**src/rtl/led_fader.sv**
```systemverilog
// Three-channel PWM LED driver that fades each channel's duty one step per
// fade tick towards a target colour accepted over a valid/ready handshake.
module led_fader #(
    parameter int fade_bit = 16
) (
    input  logic       clk,
    input  logic       rst,
    input  logic       tgt_valid,
    input  logic [7:0] tgt_r,
    input  logic [7:0] tgt_g,
    input  logic [7:0] tgt_b,
    output logic       tgt_ready,
    output logic       busy,
    output logic       led_r,
    output logic       led_g,
    output logic       led_b,
    output logic [0:0] dbg_state_o,
    output logic [7:0] dbg_cur_r_o,
    output logic [7:0] dbg_cur_g_o,
    output logic [7:0] dbg_cur_b_o
);

    localparam logic [0:0] IDLE = 1'b0;
    localparam logic [0:0] FADE = 1'b1;

    logic [0:0]          state_q, state_d;
    logic [7:0]          pwm_cnt_q;
    logic [fade_bit-1:0] presc_q;
    logic                fade_tick;
    logic                xfer;

    logic [7:0] cur_r_q, cur_g_q, cur_b_q;
    logic [7:0] cur_r_d, cur_g_d, cur_b_d;
    logic [7:0] trg_r_q, trg_g_q, trg_b_q;
    logic [7:0] trg_r_d, trg_g_d, trg_b_d;
    logic [7:0] sh_r_q, sh_g_q, sh_b_q;
    logic       led_r_q, led_g_q, led_b_q;
    logic       tgt_ready_q, busy_q;

    // Moves one count towards the target; saturates by construction, never wraps.
    function automatic logic [7:0] step_towards(input logic [7:0] cur, input logic [7:0] trg);
        if (cur < trg)
            return cur + 8'd1;
        else if (cur > trg)
            return cur - 8'd1;
        else
            return cur;
    endfunction

    assign fade_tick = &presc_q;

    // Handshake: a target transfers on a rising edge where tgt_valid && tgt_ready;
    // tgt_ready is registered and only high in IDLE, so valid while not ready is dropped.
    assign xfer = tgt_valid && tgt_ready_q;

    always_comb begin
        state_d = state_q;
        cur_r_d = cur_r_q;
        cur_g_d = cur_g_q;
        cur_b_d = cur_b_q;
        trg_r_d = trg_r_q;
        trg_g_d = trg_g_q;
        trg_b_d = trg_b_q;
        case (state_q)
            IDLE: begin
                if (xfer) begin
                    trg_r_d = tgt_r;
                    trg_g_d = tgt_g;
                    trg_b_d = tgt_b;
                    if ((tgt_r != cur_r_q) || (tgt_g != cur_g_q) || (tgt_b != cur_b_q))
                        state_d = FADE;
                end
            end
            FADE: begin
                if (fade_tick) begin
                    cur_r_d = step_towards(cur_r_q, trg_r_q);
                    cur_g_d = step_towards(cur_g_q, trg_g_q);
                    cur_b_d = step_towards(cur_b_q, trg_b_q);
                    if ((cur_r_d == trg_r_q) && (cur_g_d == trg_g_q) && (cur_b_d == trg_b_q))
                        state_d = IDLE;
                end
            end
            default: state_d = IDLE;
        endcase
    end

    always_ff @(posedge clk) begin
        if (rst) begin
            state_q     <= IDLE;
            pwm_cnt_q   <= 8'd0;
            presc_q     <= '0;
            cur_r_q     <= 8'd0;
            cur_g_q     <= 8'd0;
            cur_b_q     <= 8'd0;
            trg_r_q     <= 8'd0;
            trg_g_q     <= 8'd0;
            trg_b_q     <= 8'd0;
            sh_r_q      <= 8'd0;
            sh_g_q      <= 8'd0;
            sh_b_q      <= 8'd0;
            led_r_q     <= 1'b0;
            led_g_q     <= 1'b0;
            led_b_q     <= 1'b0;
            tgt_ready_q <= 1'b0;
            busy_q      <= 1'b0;
        end else begin
            state_q     <= state_d;
            pwm_cnt_q   <= pwm_cnt_q + 8'd1;
            presc_q     <= presc_q + fade_bit'(1);
            cur_r_q     <= cur_r_d;
            cur_g_q     <= cur_g_d;
            cur_b_q     <= cur_b_d;
            trg_r_q     <= trg_r_d;
            trg_g_q     <= trg_g_d;
            trg_b_q     <= trg_b_d;
            // Shadow duty only moves at the period boundary so a PWM period is never torn.
            if (pwm_cnt_q == 8'hFF) begin
                sh_r_q <= cur_r_q;
                sh_g_q <= cur_g_q;
                sh_b_q <= cur_b_q;
            end
            led_r_q     <= pwm_cnt_q < sh_r_q;
            led_g_q     <= pwm_cnt_q < sh_g_q;
            led_b_q     <= pwm_cnt_q < sh_b_q;
            tgt_ready_q <= (state_d == IDLE);
            busy_q      <= (state_d == FADE);
        end
    end

    assign tgt_ready   = tgt_ready_q;
    assign busy        = busy_q;
    assign led_r       = led_r_q;
    assign led_g       = led_g_q;
    assign led_b       = led_b_q;
    assign dbg_state_o = state_q;
    assign dbg_cur_r_o = cur_r_q;
    assign dbg_cur_g_o = cur_g_q;
    assign dbg_cur_b_o = cur_b_q;

endmodule

```
**config.mk**
```make
export PLATFORM = sky130hd
export DESIGN_NAME = led_fader
export DESIGN_NICKNAME = d
export VERILOG_FILES = /design/src/rtl/led_fader.sv
export SDC_FILE = /design/constraint.sdc
export NUM_CORES = 1
export LEC_CHECK = 0
export BUFFER_PORTS_ARGS = -buffer_cell sky130_fd_sc_hd__clkbuf_2
export CELL_PAD_IN_SITES_DETAIL_PLACEMENT = 1
export CELL_PAD_IN_SITES_GLOBAL_PLACEMENT = 1
export CORE_MARGIN = 1.5
export CORE_UTILIZATION = 40
export CTS_CLUSTER_DIAMETER = 30
export CTS_CLUSTER_SIZE = 25
export DETAILED_ROUTE_END_ITERATION = 10
export HOLD_SLACK_MARGIN = 0.03
export PLACE_DENSITY_LB_ADDON = 0.1
export SLEW_MARGIN = 0
export SYNTH_ARGS = -nofsm -noshare
export SYNTH_HDL_FRONTEND = slang
export SYNTH_SLANG_ARGS = --single-unit
```
**constraint.sdc**
```tcl
create_clock -name clk -period 3.6 [get_ports clk]
set_input_delay 0.18 -clock clk [delete_from_list [all_inputs] [get_ports clk]]
set_output_delay 0.18 -clock clk [all_outputs]
set_load 0.01 [all_outputs]
```
==> results of run 1 <==
[registers in the layout, summed over array words and instances (netlist names)]
signal / flops
led_b: 1
led_r: 1
trg_b_q: 8
dbg_cur_b_o: 8
presc_q: 16
sh_r_q: 8
trg_r_q: 8
sh_g_q: 8
busy: 1
sh_b_q: 8
dbg_cur_r_o: 8
led_g: 1
dbg_cur_g_o: 8
trg_g_q: 8
tgt_ready: 1
pwm_cnt_q: 8
[kinds of logic after synthesis]
group	count (synthesis)
AND/OR/NAND/NOR	328
AO/OA/AOI/OAI	209
buffers and inverters	101
flip-flops	101
XOR/XNOR	82
adder cells (fa/ha/maj)	53
multiplexers	3
[cell usage after synthesis (2+ instances only)]
| master | n | area [um2] |
|---|---|---|
| o21ai_1 | 3 | 15.0 |
| or4_1 | 2 | 15.0 |
| o22a_1 | 2 | 17.5 |
| a31oi_1 | 3 | 18.8 |
| or3_1 | 12 | 75.1 |
| nand2b_1 | 9 | 56.3 |
| ha_1 | 53 | 663 |
| nor2_2 | 2 | 12.5 |
| or2_2 | 3 | 18.8 |
| buf_2 | 7 | 35.0 |
| a21oi_1 | 94 | 470 |
| o211ai_2 | 2 | 25.0 |
| a21o_1 | 13 | 97.6 |
| nand4_1 | 23 | 144 |
| a211oi_1 | 7 | 52.6 |
| and2_1 | 4 | 25.0 |
| a221oi_1 | 2 | 17.5 |
| a41oi_1 | 2 | 17.5 |
| dfxtp_1 | 101 | 2020 |
| mux2i_1 | 3 | 30.0 |
| o21a_1 | 4 | 30.0 |
| o21ai_0 | 39 | 195 |
| xnor2_1 | 46 | 403 |
| a22oi_1 | 2 | 15.0 |
| nor2b_1 | 11 | 68.8 |
| nor2_1 | 60 | 225 |
| o211a_1 | 2 | 20.0 |
| clkbuf_1 | 38 | 143 |
| xor2_1 | 36 | 315 |
| nand2_1 | 129 | 484 |
| nor3_1 | 7 | 35.0 |
| and4_1 | 2 | 17.5 |
| a311oi_1 | 3 | 26.3 |
| o211ai_1 | 4 | 30.0 |
| o31ai_1 | 3 | 22.5 |
| inv_1 | 54 | 203 |
| a2111oi_0 | 4 | 35.0 |
| nor4_1 | 7 | 43.8 |
| o41ai_1 | 2 | 17.5 |
| nand3_1 | 27 | 135 |
| and3_1 | 20 | 125 |
[where the power goes]
group | internal (mW) | switching, mW | leakage, nW
Combinational | 0.223 | 0.382 | 1.99
Clock | 0.517 | 0.481 | 0.148
Sequential | 1.14 | 0.0293 | 0.817
Total | 1.88 | 0.892 | 2.96
[worst min-delay path: cells and delay by family]
kind | cells | cell delay [ps]
buf+inv | 1 | 100
compound gates | 1 | 50
simple gates | 1 | 50
[stage by stage]
stage	util [%]	hold WS (ps)
after floorplan	-	316
after detailed placement	43.9	437
after global placement	43.9	428
after global routing	45.7	87.1
after CTS	45.7	58.0
final	45.7	66.2
[repair_timing]
| item | CTS | global route |
|---|---|---|
| gates resized for setup | 0 | 1 |
| endpoints found under the setup margin | 0 | 2 |
| buffers inserted | 0 | 0 |
[final timing paths]
| check | to | depth (start not counted) | startpoint |
|---|---|---|---|
| setup / recovery | tgt_ready$_SDFF_PP0_ | 10 | dbg_cur_b_o[6]$_SDFFE_PP0P_ |
| hold / removal | trg_r_q[2]$_SDFFE_PP0P_ | 3 | tgt_r[2] |
| setup reg to reg | tgt_ready$_SDFF_PP0_ | 10 | dbg_cur_b_o[6]$_SDFFE_PP0P_ |
| hold reg to reg | trg_b_q[1]$_SDFFE_PP0P_ | 2 | trg_b_q[1]$_SDFFE_PP0P_ |
[final cells by class]
class	count	share of cell area, %
inverters	54	2.68
clock inverters	5	0.563
clock buffers	11	3.34
multi-input cells	675	57.2
repair buffers	77	5.83
flip-flops and latches	101	26.8
well taps	220	3.64
[metal layers]
| metal | up-vias | part of all wire (%) |
|---|---|---|
| met5 | - | 0 |
| met4 | 0 | 3.0 |
| met3 | 46 | 5.0 |
| met2 | 184 | 47 |
| met1 | 3178 | 46 |
| li1 | 3118 | - |
==> flow_metrics.tcl, run 1 <==
set metrics [dict create \
    vias 6526 \
    wire_length_of_the_first_global_routing_pass_um 36200 \
    wl_per_cell_um 20.1 \
    ctsHtreeMaxLevel 3 \
    cell_area_synth_um2 6740 \
    finalMaxSlewViolations 0 \
    routed_wirelength_um 22900 \
    fillCellCount 2092 \
    synth_simple_gate_area_share_pct 23.6 \
    drt-initial-drc-count 364 \
    cts_tree "done" \
    run_status "finished clean" \
    mostFrequentLayoutCells "129 x nand2_1, 101 x dfxtp_1, 93 x a21oi_1" \
    dp_hpwl_um 17300 \
    fp.dieArea_um2 17600 \
    ctsLongestPathBuffers 2 \
    multi_input_comb_area_um2 4320 \
    power_per_cell_area_nw_per_um2 367 \
    placed_cells 1127 \
    yosys_register_bits 101 \
    critPathRequiredTime_ps 3800 \
    cts_hold_buf 0 \
    preCtsSetupSlack_ps 194 \
    critical_path.most_common_cell "nand4_1" \
    synthesis.yosys.warnings 0 \
    grt_util_met3_pct 4.18 \
    synth_enable_flop_cells 0 \
    post_synthesis_average_cell_area_um2 7.68 \
    cellLeakagePower_nw 2.96 \
    clkSlewWorstSetupHoldPaths_ps 70 \
    postSynth.topFlopCell "dfxtp_1" \
    clkSinkCount 101 \
    global_route.usage.met2_pct 43.9 \
    crit_path_class "reg2reg" \
    placement_cell_area_um2 7260 \
    crit_family "simple AND/OR/NAND/NOR gates" \
    final_critical_path_setup_slack_ps 347 \
    worstSetupEndpointType "flop" \
    synthesis.instances 877 \
    proportion_of_synthesized_area_in_mux_cells_pct 0.446 \
    min-delay-path-class "in2reg" \
    setup-tns-final_ps 0 \
    die_width_um 133 \
    ir_drop_mv 0.213 \
    grt_setup_unrepaired "no" \
    finish.net_count 998 \
    core_um2 16500 \
    place.gp.congestion 0.996 \
    syn-num-nets 957 \
    floorplan.initialDensity_pct 40.8 \
    clock_insertion_delay_worst_skew_ps 350 \
    fin_area_um2 7560 \
    fin_worst_skew_ps 7.78 \
    synth.yosys.seq_area_share_pct 30.0 \
    path_buf_inv 0 \
    sequential_cell_area_um2 2020 \
    grt_max_degree 102 \
    fin_crit_sh_pct 90.4 \
    grtUsageMet1_pct 34.5 \
    synth_compound_area_share_pct 19.5 \
    via_count_of_the_first_global_routing_pass 6735 \
    groute.usage.overall_pct 26.4 \
    max_stage_delay_ps 700 \
    tightest_slew_ps 1100 \
    initial_antenna_violation_count 0 \
    hold_viol 0 \
    drc 0 \
    p_total_mw 2.77 \
    numCtsBuffers 9 \
    diode_count 0 \
    post_route_cells_drive_above_1_share_pct 12.2 \
    vias_per_cell 5.71 \
    final_antenna_net_count 0 \
    grt_busiest_layer "met2" \
    layout_min_cycle_time_ps 3250 \
    dr.pass1.iters 5 \
    synth.lib_cells_used.distinct 71 \
    fp-row-count 47 \
    async_flop_share_pct 0 \
    critPathLaunchType "flop" \
    crit_slowest_cell "dfxtp_1" \
    io_pins 57 \
    synth_area_in_xor_xnor_pct 10.7 \
    io_buffer_count 56 \
    timing.fmax_mhz 307 \
    ctsRootBufferMaster "clkbuf_16" \
    synth_top_family_by_area "simple AND/OR/NAND/NOR gates" \
    global_route_overflow 0 \
    finalNonFillerCells 1143 \
    crit_chain "ha_1 -> nand4_1 -> nor2_1 -> or4b_1 -> a32o_1 -> a311oi_1 -> nand2_1 -> nand4_1 -> o31ai_2 -> nor2b_1" \
    setup_viol_count_final 0 \
    arrival_ps 3450 \
    synth_fa_ha_area_share_pct 9.84 \
    cap_violations 0 \
    layout_commonest_cell "nand2_1" \
    worstPathMaxFanout 13 \
    worst-r2r-setup-slack_ps 350 \
    max-slew-margin-rel_pct 26.6 \
    areaGrowthSynthToFinish_pct 12.2 \
    floorplan.die.height_um 133 \
]
Note: power is estimated with default switching activity, not from simulation.
==> inputs of run 2 (changes only) <==
- CORE_MARGIN: 1.5 -> unset
==> run 2 against run 1 <==
Net effect:
- setup slack worse by 93 ps
- clock power up 7%
- global-route usage up 0.80 points
- via count down 1.7%
- sequential share of layout area about the same
- register-to-register slack worse by 90 ps
- combinational power up 1%
- first-iteration DRC count down 32%
- critical path type unchanged
- critical endpoint unchanged
==> flow_metrics.tcl, run 2 (synthesis results as in run 1) <==
set metrics [dict create \
    ctsLongestPathBuffers 2 \
    top_reg_by_flops "presc_q" \
    routed_wirelength_um 22800 \
    via_count_of_the_first_global_routing_pass 6625 \
    clkSlewWorstSetupHoldPaths_ps 70 \
    groute.usage.overall_pct 27.2 \
    path_buf_inv 0 \
    finish.net_count 995 \
    critical_path.most_common_cell "nor2b_1" \
    wire_length_of_the_first_global_routing_pass_um 36600 \
    fin_crit_sh_pct 92.9 \
    place.gp.congestion 0.880 \
    critPathLaunchType "flop" \
    floorplan.initialDensity_pct 40.8 \
    largest_register_ffs 16 \
    min-delay-path-class "in2reg" \
    max-slew-margin-rel_pct 27.2 \
    critPathLaunch "dbg_cur_b_o[1]$_SDFFE_PP0P_" \
    worstSetupEndpointType "flop" \
    ctsRootBufferMaster "clkbuf_16" \
    drc 0 \
    fp.dieArea_um2 17400 \
    final_critical_path_setup_slack_ps 254 \
    cts.repair.resized 0 \
    hold_viol 0 \
    drt-initial-drc-count 249 \
    preCtsSetupSlack_ps 166 \
    cellLeakagePower_nw 2.95 \
    dr.pass1.iters 4 \
    ir_drop_mv 0.230 \
    io_buffer_count 56 \
    floorplan.die.height_um 132 \
    mostFrequentLayoutCells "129 x nand2_1, 100 x dfxtp_1, 94 x a21oi_1" \
    tightest_slew_ps 1090 \
    clock_insertion_delay_worst_skew_ps 360 \
    grt_max_degree 102 \
    fin_worst_skew_ps 7.26 \
    max_stage_delay_ps 770 \
    layout_min_cycle_time_ps 3350 \
    dp_hpwl_um 17200 \
    postLayoutCoreUtil_pct 45.8 \
    global_route_overflow 0 \
    areaGrowthSynthToFinish_pct 12.3 \
    p_total_mw 2.85 \
    crit_chain "ha_1 -> nor2b_1 -> o211ai_2 -> a21oi_1 -> or4_1 -> o211ai_1 -> a2111oi_0 -> nand4_1 -> o31ai_2 -> nor2b_1" \
    numCtsBuffers 9 \
    crit_slowest_cell "a21oi_1" \
    critPathRequiredTime_ps 3890 \
    diode_count 0 \
    core_um2 16500 \
    timing.hold.worst.start "tgt_b[6]" \
    final_antenna_net_count 0 \
    layout_commonest_cell "nand2_1" \
    power_per_cell_area_nw_per_um2 376 \
    io_pins 57 \
    run_status "finished clean" \
    worst-r2r-setup-slack_ps 250 \
    worstPathMaxFanout 12 \
    crit_path_class "reg2reg" \
    cts_tree "done" \
    postCtsSetupRepairBufs 0 \
    ctsHtreeMaxLevel 3 \
    setup-tns-final_ps 0 \
    clkSinkCount 101 \
    crit-reg2reg-launch "dbg_cur_b_o[1]$_SDFFE_PP0P_" \
    fp-row-count 47 \
    timing.fmax_mhz 299 \
    arrival_ps 3630 \
    vias_per_cell 5.63 \
    cap_violations 0 \
    whs_ps 63.1 \
    die_width_um 132 \
    setup_viol_count_final 0 \
    wl_per_cell_um 20.0 \
    finalMaxSlewViolations 0 \
    initial_antenna_violation_count 0 \
    crit_family "compound AO/OA/AOI/OAI gates" \
    post_route_cells_drive_above_1_share_pct 12.2 \
    vias 6418 \
    grt_setup_unrepaired "no" \
    cts_hold_buf 0 \
]
## run 2: worst min-delay path, cell delays in order
cell and delay, ps:
clkbuf_2 100, nand2_1 50, a21oi_1 50
## run 2: stage by stage
step                      instance area, um2  cells
after floorplan                         6740    877
after global placement                  7240   1124
after detailed placement                7240   1124
after CTS                               7560   1140
after global routing                    7560   1140
final                                   7560   1140
## run 2: power breakdown
group          internal (mW)  total [mW]  switching (mW)
Combinational          0.225       0.612           0.387
Clock                  0.601        1.07           0.466
Sequential              1.14        1.17          0.0273
Total                   1.97        2.85           0.880
## run 2: area by class of cell
class                   instances  area [um2]
fillers                      2058        8960
clock inverters                 4        53.8
clock buffers                  12         267
well taps                     220         275
repair buffers                 74         418
inverters                      54         203
multi-input cells             675        4330
flip-flops and latches        101        2020
## run 2: path summary, 6_finish.rpt
path	to	depth (start not counted)
setup reg to reg	tgt_ready$_SDFF_PP0_	10
hold / removal	trg_b_q[6]$_SDFFE_PP0P_	3
setup / recovery	tgt_ready$_SDFF_PP0_	10
hold reg to reg	presc_q[0]$_SDFF_PP0_	1
## run 2: routing by layer
metal	GRT usage, %	vias up	part of all wire [%]
met5	0	-	0
met4	11.2	0	2.8
met3	3.42	40	2.2
met2	46.6	95	49
met1	34.3	3164	46
li1	-	3119	-
